File: src/rtl/comar_pkg.sv
// Shared definitions for the first-order masked Boolean gate array:
// operation encoding, share/randomness counts and mode decode helpers.
package comar_pkg;

    localparam int R_PER_LANE = 6;
    localparam int NUM_SHARES = 2;

    typedef enum logic [2:0] {
        MODE_AND  = 3'd0,
        MODE_NAND = 3'd1,
        MODE_OR   = 3'd2,
        MODE_NOR  = 3'd3,
        MODE_XOR  = 3'd4,
        MODE_RSV5 = 3'd5,
        MODE_RSV6 = 3'd6,
        MODE_RSV7 = 3'd7
    } comar_mode_e;

    // OR/NOR are built as De Morgan duals of AND on inverted operands.
    function automatic logic mode_inv_in(input comar_mode_e m);
        return (m == MODE_OR) || (m == MODE_NOR);
    endfunction

    function automatic logic mode_inv_out(input comar_mode_e m);
        return (m == MODE_NAND) || (m == MODE_OR);
    endfunction

    function automatic logic mode_reserved(input comar_mode_e m);
        return (m == MODE_RSV5) || (m == MODE_RSV6) || (m == MODE_RSV7);
    endfunction

endpackage

File: src/rtl/comar_lane.sv
// One 1-bit lane: stage-1 share refresh registers and stage-2 masked
// partial-product registers. Load strobes come from the shared pipeline control.
module comar_lane
    import comar_pkg::*;
(
    input  logic                  clk,
    input  logic                  rst_n,
    input  logic                  load1,
    input  logic                  load2,
    input  logic                  inv_in,
    input  comar_mode_e           mode1,
    input  comar_mode_e           mode2,
    input  logic                  a_s0,
    input  logic                  a_s1,
    input  logic                  b_s0,
    input  logic                  b_s1,
    input  logic [R_PER_LANE-1:0] r,
    output logic                  c_s0,
    output logic                  c_s1
);

    logic x_s0, x_s1, y_s0, y_s1;
    logic p00, p01, p10, p11, s;
    logic p00_d, p01_d, p10_d, p11_d, s_d;

    always_ff @(posedge clk or negedge rst_n) begin
        if (!rst_n) begin
            x_s0 <= 1'b0;
            x_s1 <= 1'b0;
            y_s0 <= 1'b0;
            y_s1 <= 1'b0;
        end else if (load1) begin
            x_s0 <= a_s0 ^ r[0] ^ inv_in;
            x_s1 <= a_s1 ^ r[0];
            y_s0 <= b_s0 ^ r[1] ^ inv_in;
            y_s1 <= b_s1 ^ r[1];
        end
    end

    // Each cross product is masked by its own fresh bit before it is stored,
    // so the two shares of x or y never combine ahead of a register.
    always_comb begin
        p00_d = 1'b0;
        p01_d = 1'b0;
        p10_d = 1'b0;
        p11_d = 1'b0;
        s_d   = 1'b0;
        if (!mode_reserved(mode1)) begin
            if (mode1 == MODE_XOR) begin
                p00_d = x_s0 ^ y_s0 ^ r[2];
                s_d   = x_s1 ^ y_s1 ^ r[2];
            end else begin
                p00_d = (x_s0 & y_s0) ^ r[2];
                p01_d = (x_s0 & y_s1) ^ r[3];
                p10_d = (x_s1 & y_s0) ^ r[4];
                p11_d = (x_s1 & y_s1) ^ r[5];
                s_d   = r[2] ^ r[3] ^ r[4] ^ r[5];
            end
        end
    end

    always_ff @(posedge clk or negedge rst_n) begin
        if (!rst_n) begin
            p00 <= 1'b0;
            p01 <= 1'b0;
            p10 <= 1'b0;
            p11 <= 1'b0;
            s   <= 1'b0;
        end else if (load2) begin
            p00 <= p00_d;
            p01 <= p01_d;
            p10 <= p10_d;
            p11 <= p11_d;
            s   <= s_d;
        end
    end

    // XOR and reserved beats leave p01..p11 at zero, so one fold serves all modes.
    assign c_s0 = p00 ^ p01 ^ p10 ^ p11 ^ mode_inv_out(mode2);
    assign c_s1 = s;

endmodule

File: src/rtl/comar_gate_n.sv
// WIDTH-lane first-order masked AND/NAND/OR/NOR/XOR gate with a two-stage
// valid/ready pipeline (refresh, multiply) and 1 beat/cycle throughput.
module comar_gate_n
    import comar_pkg::*;
#(
    parameter int WIDTH          = 8,
    parameter int SECURITY_ORDER = 1
) (
    input  logic                        clk,
    input  logic                        rst_n,
    input  logic [2:0]                  mode,
    input  logic [WIDTH-1:0]            a_s0,
    input  logic [WIDTH-1:0]            a_s1,
    input  logic [WIDTH-1:0]            b_s0,
    input  logic [WIDTH-1:0]            b_s1,
    input  logic [R_PER_LANE*WIDTH-1:0] r,
    input  logic                        in_valid,
    output logic                        in_ready,
    output logic                        out_valid,
    input  logic                        out_ready,
    output logic [WIDTH-1:0]            c_s0,
    output logic [WIDTH-1:0]            c_s1
);

    generate
        if (SECURITY_ORDER + 1 != NUM_SHARES) begin : g_bad_order
            $error("comar_gate_n: only first-order (two-share) masking is supported");
        end
        if (WIDTH < 1 || WIDTH > 64) begin : g_bad_width
            $error("comar_gate_n: WIDTH must be within 1..64");
        end
    endgenerate

    // Handshake: a beat enters when in_valid && in_ready and leaves when
    // out_valid && out_ready. Stage 1 drains into stage 2 when stage 2 is
    // empty or retiring this cycle; in_ready is a function of state and
    // out_ready only, never of in_valid.
    logic        v1, v2;
    logic        accept, adv2;
    comar_mode_e mode_in, mode1, mode2;

    assign mode_in   = comar_mode_e'(mode);
    assign adv2      = v1 & (~v2 | out_ready);
    assign in_ready  = ~v1 | adv2;
    assign accept    = in_valid & in_ready;
    assign out_valid = v2;

    always_ff @(posedge clk or negedge rst_n) begin
        if (!rst_n) begin
            v1    <= 1'b0;
            v2    <= 1'b0;
            mode1 <= MODE_AND;
            mode2 <= MODE_AND;
        end else begin
            if (accept) begin
                v1    <= 1'b1;
                mode1 <= mode_in;
            end else if (adv2) begin
                v1 <= 1'b0;
            end
            if (adv2) begin
                v2    <= 1'b1;
                mode2 <= mode1;
            end else if (out_ready) begin
                v2 <= 1'b0;
            end
        end
    end

    genvar i;
    generate
        for (i = 0; i < WIDTH; i++) begin : g_lane
            comar_lane u_lane (
                .clk    (clk),
                .rst_n  (rst_n),
                .load1  (accept),
                .load2  (adv2),
                .inv_in (mode_inv_in(mode_in)),
                .mode1  (mode1),
                .mode2  (mode2),
                .a_s0   (a_s0[i]),
                .a_s1   (a_s1[i]),
                .b_s0   (b_s0[i]),
                .b_s1   (b_s1[i]),
                .r      (r[R_PER_LANE*i +: R_PER_LANE]),
                .c_s0   (c_s0[i]),
                .c_s1   (c_s1[i])
            );
        end
    endgenerate

endmodule

File: config.mk
export PLATFORM = sky130hd
export DESIGN_NAME = comar_gate_n
export DESIGN_NICKNAME = d
export VERILOG_FILES = /design/src/rtl/comar_pkg.sv /design/src/rtl/comar_lane.sv /design/src/rtl/comar_gate_n.sv
export SDC_FILE = /design/constraint.sdc
export NUM_CORES = 1
export LEC_CHECK = 0
export BUFFER_PORTS_ARGS = -buffer_cell sky130_fd_sc_hd__buf_2
export CAP_MARGIN = 25
export CORE_ASPECT_RATIO = 1.25
export CORE_UTILIZATION = 30
export CTS_BUF_LIST = sky130_fd_sc_hd__clkbuf_8
export DETAILED_ROUTE_END_ITERATION = 8
export PLACE_DENSITY = 0.51
export SLEW_MARGIN = 5
export SYNTH_ARGS = -nofsm -noshare
export SYNTH_HDL_FRONTEND = slang
export SYNTH_SLANG_ARGS = --single-unit
export TNS_END_PERCENT = 1
File: constraint.sdc
create_clock -name clk -period 2.5 [get_ports clk]
set_input_delay 0.25 -clock clk [delete_from_list [all_inputs] [get_ports clk]]
set_output_delay 0.25 -clock clk [all_outputs]
set_load 0.01 [all_outputs]
==> impl_results.md <==
- Die area: between 15000 and 20000 sq um
- Final setup vio count: 0
- Die height: between 100 and 150 microns
- H-tree Lvls: 3
- Final slew viol count: 0
- Required time worst endpoint: roughly 2.3 ns
- Final hold violation count: 0
- DR vias/cell: 4.29
- Total GRT Usage: 13.6%
- Sequential fraction of the synthesis area: between 40% and 50%
- Drt total wl: 10.3 mm
- GPL Wtd Cong: 0.734
- Iter 0 DRT Violations: 78
- Sw Pwr: 0.00149 W
- Post-CTS setup buffers: 0
- Detailed Routing Iterations Pass 1: 4
- Clk sinks: 80
- Yosys warnings: 0
- Total of max-cap violations: 0
- Root buf cell: clkbuf_8
- Pint: 0.00293 W
- Number of remaining DRC errors: 0
- Cell accounting for the most synthesized area: dfrtp_1
- Initial Utilization: 31.2%
- CP endpoint kind: output port
- Post-layout nets: between 600 and 700
- Outcome: completed
- Crit path DAT: 1.83 ns
- Post-DRT Antenna Nets: 0
- Syn Nets: 562
- Reg area: 2000 sq um
- RSZ-0062 raised after global routing: no
- Area contributors post-synth: dfrtp_1, xnor2_1, xor2_1, nand2_1, o21ai_0
- Final Critical Period: 2.08 ns
- P_leak: 2.44 nW
- Detail Placement HPWL: 7.72 mm
- Avg Cell Area, Syn: 10.3 sq um
- Synth top area share: 42.4%
- Synth-to-layout area growth: 17.7%
- Combinational group share of total power: 37.5%
- Pin count of the biggest net entering global routing: 49
- Clock Latency Late Sink: 0.35 ns
- CP most frequent cell: xnor2_1
- Cell Area, Synth: 4720 sq um
- Gate Count Post-Synth: ~460
- Cts repair resizes: 0
- Initial antenna violation count: 0
- Die width: 114 microns
- Total power: 0.00442 W
- Fin crit share: 83.1%
- Layout cells sized above 1: 25.2%
- Clk network pwr share: 22.6%
- CTS tree: built
- Total CTS buffers: 9
- Global-route wire length before repair: 16.9 mm
- Maximum clock frequency: 0.481 GHz
- PD cells: 797 nW/um^2
- Multi-input gate area: 2490 sq um
- Worst Tran Pin Value: 0.729 ns
- Fin Setup TNS: 0 ns
- CP peak stage delay: about 0.56 ns
- Clk slew on worst S/H paths: 0.08 ns
- Layout fillers: 1618
- Unique masters post-synth: 25
- Wire per inst: 13.6 microns
- Grt total ovfl: 0
- Seq cells post-synth: 80
- Post-CTS Hold Fix Bufs: 1
- Antenna cells: 0
- I/O pin cnt: 105
- Min-Delay Path Class: input port to flop
- Maximum VDD drop: 0.239 mV
- Vias in the first global route: 3415
- Max FO, Critical Path: 8
- Sequential share of power: 39.9%
- CP Cell Sequence: xnor2_1 -> nor2_2 -> xnor2_1 -> buf_2
- Fraction of power spent switching nets: between 30% and 40%
- Clock Skew: between 0.009 and 0.01 ns
- CP max stage cell: nor2_2
- Core area: 15100 sq um
- Via count: 3240
- Clock Path Buffers: 2
- Worst Setup Path Type: flop to output port
- Crit start category: flop
- Port bufs: approximately 100
- Slew HR: 51.4%
- Rows: 50
state kept, by name, indices dropped and copies added (netlist names):
| signal | count |
|---|---|
| g_lane.u_lane.c_s1 | 8 |
| g_lane.u_lane.y_s1 | 8 |
| mode1 | 3 |
| g_lane.u_lane.p00 | 8 |
| g_lane.u_lane.y_s0 | 8 |
| out_valid | 1 |
| g_lane.u_lane.x_s0 | 8 |
| g_lane.u_lane.p11 | 8 |
| g_lane.u_lane.p01 | 8 |
| v1 | 1 |
| g_lane.u_lane.x_s1 | 8 |
| g_lane.u_lane.p10 | 8 |
| mode2 | 3 |
through the flow:
| stage | hold WS [ns] | std cells | util, % | setup slack (ns) | area [sq um] |
|---|---|---|---|---|---|
| 6_report | 0.112 | 756 | 36.7 | 0.421 | 5550 |
| 5_1_grt | 0.121 | 756 | 36.7 | 0.281 | 5550 |
| 4_1_cts | 0.0896 | 756 | 36.7 | 0.311 | 5550 |
| 3_5_place_dp | 0.314 | 740 | 35.2 | 0.711 | 5340 |
| 3_3_place_gp | 0.304 | 740 | 35.2 | 0.740 | 5340 |
| 2_1_floorplan | -0.0456 | 459 | - | 1.03 | 4720 |
cells in the mapped netlist, drive strengths merged:
cell type and count:
a22o 10, a2bb2oi 6, and3 1, buf 29, clkbuf 9, dfrtp 80
ha 16, mux2 6, mux2i 10, nand2 80, nand2b 3, nand3b 1
nor2 1, nor2b 1, nor3b 1, o21ai 55, o31ai 8, or2 1
xnor2 101, xor2 38, xor3 2
cells in the final DEF, fill, tap and decap left out, drive strengths merged:
| cell type | n |
|---|---|
| a22o | 10 |
| a2bb2oi | 6 |
| and3 | 1 |
| buf | 111 |
| bufinv | 1 |
| clkbuf | 12 |
| clkinv | 2 |
| dfrtp | 80 |
| dlygate4sd3 | 1 |
| ha | 16 |
| mux2 | 6 |
| mux2i | 10 |
| nand2 | 80 |
| nand2b | 3 |
| nand3b | 1 |
| nor2 | 1 |
| nor2b | 1 |
| nor3b | 1 |
| o21ai | 55 |
| o31ai | 8 |
| or2 | 1 |
| xnor2 | 101 |
| xor2 | 38 |
| xor3 | 2 |
area by class of cell:
type	instances	area share [%]
multi-input combinational	341	44.8
tap	208	4.69
clock buffer	12	2.97
timing repair buffer	112	10.8
sequential	80	36.1
clock inverter	3	0.721
path summary, 6_finish.rpt:
| kind | from | to | slack, ns | cells after the start |
|---|---|---|---|---|
| setup reg to reg | v1$_DFFE_PN0P_ | g_lane[0].u_lane.y_s0$_DFFE_PN0P_ | 0.84 | 4 |
| min in group asynchronous | rst_n | g_lane[2].u_lane.x_s1$_DFFE_PN0P_ | 0.44 | 2 |
| setup / recovery | mode2[1]$_DFFE_PN0P_ | c_s0[7] | 0.42 | 4 |
| max in group asynchronous | rst_n | g_lane[1].u_lane.p11$_DFFE_PN0P_ | 1.41 | 3 |
| hold reg to reg | g_lane[2].u_lane.c_s1$_DFFE_PN0P_ | g_lane[2].u_lane.c_s1$_DFFE_PN0P_ | 0.48 | 2 |
| hold / removal | in_valid | v1$_DFFE_PN0P_ | 0.11 | 2 |
routing by layer:
layer	vias to the layer above	global-route usage (%)	share of wire (%)
met5	-	0	0
met4	0	6.15	1.8
met3	11	1.96	3.0
met2	57	23.7	50
met1	1504	16.5	45
li1	1668	-	-
critical path: cells and delay by family (launching register included):
| kind | cells | cell delay [ns] |
|---|---|---|
| flip-flops | 1 | 0.40 |
| AND/OR/NAND/NOR | 1 | 0.56 |
| buffers and inverters | 1 | 0.16 |
| XOR/XNOR | 2 | 0.36 |
logic make-up (layout without fill, tap and decap cells):
| family | count (synthesis) | in the layout | share of synthesized area (%) |
|---|---|---|---|
| XOR/XNOR | 141 | 141 | 26.8 |
| AND/OR/NAND/NOR | 89 | 89 | 7.85 |
| flip-flops | 80 | 80 | 42.4 |
| AO/OA/AOI/OAI | 79 | 79 | 10.1 |
| buffers and inverters | 38 | 127 | 5.01 |
| adder cells (fa/ha/maj) | 16 | 16 | 4.24 |
| multiplexers | 16 | 16 | 3.55 |
power groups by stage:
stage / combinational (W) / sequential [W] / clock, W
6_report: 0.00166 / 0.00176 / 0.00100
5_1_grt: 0.00185 / 0.00181 / 0.00108
4_1_cts: 0.00170 / 0.00177 / 0.00103
3_3_place_gp: 0.00168 / 0.00178 / 0
3_5_place_dp: 0.00170 / 0.00180 / 0
2_1_floorplan: 0.00145 / 0.00174 / 0
Power figures use the tool's default switching activity.
